$ cat config.mk
export PLATFORM = sky130hd
export DESIGN_NAME = car_collision_scanner
export DESIGN_NICKNAME = d
export VERILOG_FILES = /design/src/rtl/car_collision_scanner.sv
export SDC_FILE = /design/constraint.sdc
export NUM_CORES = 1
export LEC_CHECK = 0
export ABC_AREA = 1
export CELL_PAD_IN_SITES_DETAIL_PLACEMENT = 0
export CELL_PAD_IN_SITES_GLOBAL_PLACEMENT = 2
export CORE_MARGIN = 2
export CORE_UTILIZATION = 28
export DETAILED_ROUTE_END_ITERATION = 8
export PLACE_DENSITY_LB_ADDON = 0.1
export SLEW_MARGIN = 40
export SYNTH_ARGS = -nofsm -noshare
export SYNTH_HDL_FRONTEND = slang
export SYNTH_SLANG_ARGS = --single-unit
$ cat constraint.sdc
create_clock -name clk -period 3.42 [get_ports clk]
set_input_delay 0.684 -clock clk [delete_from_list [all_inputs] [get_ports clk]]
set_output_delay 0.684 -clock clk [all_outputs]
set_load 0.01 [all_outputs]
$ cat src/rtl/car_collision_scanner.sv
// ---------------------------------------------------------------------------
// car_collision_scanner
//
// Per-frame collision scanner. On an accepted scan_start it latches the frog
// position, walks the car slots one per cycle through an external read-select
// mux and checks each slot for row and column overlap with the frog. Column
// overlap handles a car whose tail wraps from the last grid column back to
// column 0. When the walk finishes it publishes a registered hit result and a
// one-cycle done pulse for the game-state controller.
//
// Ports
//   clk           system clock
//   reset_n       synchronous active-low reset
//   scan_start    one-cycle scan request (ignored while busy)
//   frog_x/y      frog pixel position, sampled on an accepted request
//   car_sel       slot index driven to the external car mux
//   car_valid_in  selected slot holds an active car
//   car_pos_in    selected car head column, 0..POSITIONS-1
//   car_y_in      selected car pixel row
//   car_len_in    selected car length code (occupies len+1 columns)
//   busy          scan in progress (SCAN or REPORT)
//   done          one-cycle pulse when hit/hit_index are updated
//   hit           last completed scan found an overlap
//   hit_index     lowest overlapping slot, 0 when hit is 0
// ---------------------------------------------------------------------------
module car_collision_scanner #(
   parameter  int NUM_CARS  = 8,
   parameter  int POSITIONS = 20,
   parameter  int STEP_SIZE = 32,
   localparam int SEL_W     = (NUM_CARS > 1) ? $clog2(NUM_CARS) : 1
) (
   input  logic             clk,
   input  logic             reset_n,
   input  logic             scan_start,
   input  logic [9:0]       frog_x,
   input  logic [9:0]       frog_y,
   output logic [SEL_W-1:0] car_sel,
   input  logic             car_valid_in,
   input  logic [4:0]       car_pos_in,
   input  logic [9:0]       car_y_in,
   input  logic [1:0]       car_len_in,
   output logic             busy,
   output logic             done,
   output logic             hit,
   output logic [SEL_W-1:0] hit_index
);

   localparam int               SHIFT = $clog2(STEP_SIZE);
   localparam logic [SEL_W-1:0] LAST  = SEL_W'(NUM_CARS - 1);
   localparam logic [5:0]       POS6  = 6'(POSITIONS);

   typedef enum logic [1:0] {IDLE, SCAN, REPORT} state_t;

   state_t           state, state_nxt;
   logic [5:0]       frog_col;
   logic [9:0]       frog_row;
   logic             acc_hit;
   logic [SEL_W-1:0] acc_idx;

   // frog column from pixel x; saturate so a far off-grid x cannot alias
   // back onto the grid through truncation to 6 bits
   logic [9:0] col_full;
   logic [5:0] fc_in;
   assign col_full = frog_x >> SHIFT;
   assign fc_in    = (col_full > 10'd63) ? 6'd63 : col_full[5:0];

   // distance from the car head forward to the frog column, modulo the row
   // width; 6-bit wraparound arithmetic is exact because the true result is
   // always below POSITIONS
   logic [5:0] pos6;
   logic [5:0] diff;
   logic       col_hit;
   logic       slot_hit;

   assign pos6 = {1'b0, car_pos_in};

   always_comb begin
      diff = 6'd0;
      if (frog_col >= pos6) diff = frog_col - pos6;
      else                  diff = frog_col + POS6 - pos6;
   end

   assign col_hit  = (frog_col < POS6) && (diff <= {4'b0, car_len_in});
   assign slot_hit = car_valid_in && (car_y_in == frog_row) && col_hit;

   // state register
   always_ff @(posedge clk) begin
      if (!reset_n) state <= IDLE;
      else          state <= state_nxt;
   end

   // next-state logic
   always_comb begin
      state_nxt = state;
      case (state)
         IDLE:    if (scan_start) state_nxt = SCAN;
         SCAN:    if (car_sel == LAST) state_nxt = REPORT;
         REPORT:  state_nxt = IDLE;
         default: state_nxt = IDLE;
      endcase
   end

   // datapath and registered outputs
   always_ff @(posedge clk) begin
      if (!reset_n) begin
         car_sel   <= '0;
         busy      <= 1'b0;
         done      <= 1'b0;
         hit       <= 1'b0;
         hit_index <= '0;
         frog_col  <= 6'd0;
         frog_row  <= 10'd0;
         acc_hit   <= 1'b0;
         acc_idx   <= '0;
      end else begin
         case (state)
            IDLE: begin
               done <= 1'b0;
               if (scan_start) begin
                  frog_row <= frog_y;
                  frog_col <= fc_in;
                  acc_hit  <= 1'b0;
                  acc_idx  <= '0;
                  car_sel  <= '0;
                  busy     <= 1'b1;
               end
            end
            SCAN: begin
               // first overlap wins; later slots never overwrite the index
               if (slot_hit && !acc_hit) begin
                  acc_hit <= 1'b1;
                  acc_idx <= car_sel;
               end
               if (car_sel == LAST) begin
                  // fold the final slot in here so hit/done are already
                  // valid during the REPORT cycle
                  hit       <= acc_hit | slot_hit;
                  hit_index <= acc_hit  ? acc_idx :
                               slot_hit ? car_sel : '0;
                  done      <= 1'b1;
               end else begin
                  car_sel <= car_sel + SEL_W'(1);
               end
            end
            REPORT: begin
               done    <= 1'b0;
               busy    <= 1'b0;
               car_sel <= '0;
            end
            default: begin
               done <= 1'b0;
               busy <= 1'b0;
            end
         endcase
      end
   end

endmodule

==> impl_metrics.env <==
export IMPL_status="completed"
export IMPL_place_hpwl_um=3590
export IMPL_synth_xor_area_share_pct=2.31
export IMPL_final_net_count=378
export IMPL_yosys_area_share_simple_pct=25.5
export IMPL_fin_hold_ws_ps=463
export IMPL_cp_start_kind="input pin"
export IMPL_r2r_end="acc_idx[1]$_SDFFE_PN0P_"
export IMPL_synthFlopType="dfxtp_1"
export IMPL_grt_max_degree=24
export IMPL_grt_overflow_total=0
export IMPL_synth_top_family_by_area="simple AND/OR/NAND/NOR gates"
export IMPL_core_um2=6680
export IMPL_fill_cells=751
export IMPL_cts_clk_slew_worst_paths_ps=60
export IMPL_synth_compound_area_share_pct=16.7
export IMPL_fin_ws_ps=437
export IMPL_worst_slew_pin_slew_ps=367
export IMPL_power_density_nw_per_um2=361
export IMPL_clock_sinks=30
export IMPL_rows=30
export IMPL_rr_startpoint="frog_col[0]$_SDFFE_PN0P_"
export IMPL_yosysUniqueCellTypes=28
export IMPL_slew_limit_headroom_pct=75.5
export IMPL_syn2layout_area_growth_pct=32.7
export IMPL_yosys_area_share_adder_pct=13.4
export IMPL_cts_tree="done"
export IMPL_synthMuxAreaShare_pct=0
export IMPL_place_area_um2=2440
export IMPL_port_buffers=44
export IMPL_chipHeight_um=86.4
export IMPL_synth_cells=270
export IMPL_crit_fanout=8
export IMPL_async_flop_share_pct=0
export IMPL_clkLatencyLatePin_ps=280
export IMPL_ys_warn_count=0
export IMPL_syn_avg_cell_area_um2=7.03
export IMPL_vias=1766
export IMPL_place_ws_ps=142
export IMPL_fmax_mhz=335
export IMPL_fin_crit_ps=2980
export IMPL_ant_nets=0
export IMPL_setup_violations_final=0
export IMPL_syn_nets=329
export IMPL_vdd_drop_max_mv=0.161
export IMPL_post_cts_buffers=0
export IMPL_cpMaxStageDelayCell="clkdlybuf4s50_1"
export IMPL_min_to="frog_col[0]$_SDFFE_PN0P_"
export IMPL_min_path_type="flop to flop"
export IMPL_groute_usage_overall_pct=12.9
export IMPL_post_route_period_util_pct=87.2
export IMPL_stdcell_area_um2=2520
export IMPL_min_delay_start="frog_col[0]$_SDFFE_PN0P_"
export IMPL_cts_buffers=5
export IMPL_gp_congestion=0.763
export IMPL_cap_viol_max_count=0
export IMPL_cts_max_level=2
export IMPL_first_pass_iters=4
export IMPL_critPathKind="input pin to flop"
export IMPL_ys_seq_area_share_pct=31.6
export IMPL_hold_path_depth=2
export IMPL_viasPerCell=4.43
export IMPL_syn_area_um2=1900
export IMPL_rsz0062_at_grt="no"
export IMPL_clock_skew_ps=6.89
export IMPL_dieArea_um2=7460
export IMPL_antenna_found_initial=0
export IMPL_die_w_um=86.4
export IMPL_total_leakage_power_nw=1.18
export IMPL_synth_seq_cells=30
export IMPL_diodes=0
export IMPL_critPathRequiredTime_ps=3590
export IMPL_wl_per_cell_um=11.8
export IMPL_grt_pass1_wl_um=7590
export IMPL_r2r_slack_ps=950
export IMPL_start_util_pct=28.4
export IMPL_final_hold_viol_count=0
export IMPL_synth_edff_count=0
export IMPL_crit_path_cell_trace="clkdlybuf4s50_1 -> inv_1 -> ha_1 -> ha_1 -> inv_1 -> fa_1 -> inv_1 -> nand3_1 -> nand2_1 -> nand2_1 -> nor2_1 -> nand3_2 -> nand2_4 -> nand3_4 -> nand3_1 -> nand2_1"
export IMPL_cts_resized=0
export IMPL_cp_end_kind="flop"
export IMPL_grt_pass1_vias=1698
export IMPL_root_buffer="clkbuf_8"
export IMPL_critPathArrivalTime_ps=3150
export IMPL_finalSetupTns_ps=0
export IMPL_drc_errors=0
export IMPL_wirelength_um=4690
export IMPL_max_stage_delay_ps=450
export IMPL_postCtsHoldBufs=0
export IMPL_slew_viol_final=0
export IMPL_clk_path_buf_depth=2
export IMPL_ioPinCount=50
export IMPL_reg2reg_depth=13
export IMPL_drt_iter0_drc=53
export IMPL_drive_gt1_share_pct=6.27
==> final cells by class <==
cell class	instances	area (µm²)	area share [%]
Multi-Input combinational cell	188	1100	43.7
Sequential cell	30	601	23.8
Timing Repair Buffer	47	463	18.4
Inverter	47	176	7.00
Tap cell	80	100	3.97
Clock buffer	5	68.8	2.73
Clock inverter	2	10.0	0.397
==> stage by stage <==
stage | cells | power, mW | utilization [%]
CTS | 399 | 0.926 | 37.7
detailed placement | 392 | 0.651 | 36.5
global placement | 392 | 0.654 | 36.5
finish | 399 | 0.910 | 37.7
floorplan | 270 | 0.553 | -
global route | 399 | 0.975 | 37.7
==> Yosys cell counts, types with 3 or more instances <==
cell      number  area (µm²)
fa_1           4        80.1
nand2_1       45         169
nor2_1        38         143
xor2_1         3        26.3
a21oi_1       20         100
inv_1         46         173
nand4_1        4        25.0
a21oi_2        4        35.0
nand3_1       17        85.1
dfxtp_1       30         601
a211oi_1       3        22.5
ha_1          14         175
o21ai_0       23         115
==> cells in the final DEF (no fill, tap or decap), drive strengths merged, types with 2 or more instances in the layout <==
master / n
clkinv: 3
ha: 14
a211oi: 3
clkdlybuf4s50: 44
nand4: 5
nand2: 47
fa: 4
xor2: 3
inv: 46
dfxtp: 30
o21ai: 23
nor2: 38
nand3: 19
buf: 3
clkbuf: 5
xnor2: 2
o21a: 2
a21oi: 25
==> sequential cells by signal, indices dropped and copies added (netlist names) <==
name and cells:
acc_idx 3, hit 1, busy 1, frog_row 10, state 2, car_sel 3
done 1, hit_index 3, frog_col 5, acc_hit 1
==> worst max-delay path by stage <==
stage	start	to	slack, ps	cells after the start
after detailed placement	car_pos_in[1]	acc_idx[1]$_SDFFE_PN0P_	140	16
after floorplan	car_pos_in[0]	acc_idx[0]$_SDFFE_PN0P_	860	12
after global placement	car_pos_in[1]	acc_idx[1]$_SDFFE_PN0P_	110	16
final	car_pos_in[1]	acc_idx[1]$_SDFFE_PN0P_	440	16
after global routing	car_pos_in[1]	acc_idx[1]$_SDFFE_PN0P_	220	16
after CTS	car_pos_in[1]	acc_idx[1]$_SDFFE_PN0P_	430	16
==> metal layers <==
| metal | wire (µm) | global-route usage (%) |
|---|---|---|
| met1 | 2280 | 16.7 |
| met2 | 2170 | 21.5 |
| met3 | 197 | 3.05 |
| met4 | 46 | 3.84 |
| met5 | 0 | 0 |
==> cells by family after synthesis <==
| family | after synthesis |
|---|---|
| AND/OR/NAND/NOR | 110 |
| AO/OA/AOI/OAI | 55 |
| buffers and inverters | 52 |
| flip-flops | 30 |
| adder cells (fa/ha/maj) | 18 |
| XOR/XNOR | 5 |
==> power by group <==
part,total (mW),switching (mW),internal (mW)
logic,0.257,0.142,0.114
clock network,0.270,0.133,0.136
registers,0.384,0.0134,0.370
==> worst max-delay path: cells and delay by family <==
kind | cells | cell delay, ps
adder cells (fa/ha/maj) | 3 | 920
AND/OR/NAND/NOR | 9 | 900
buffers and inverters | 4 | 650
Power figures use the tool's default switching activity.
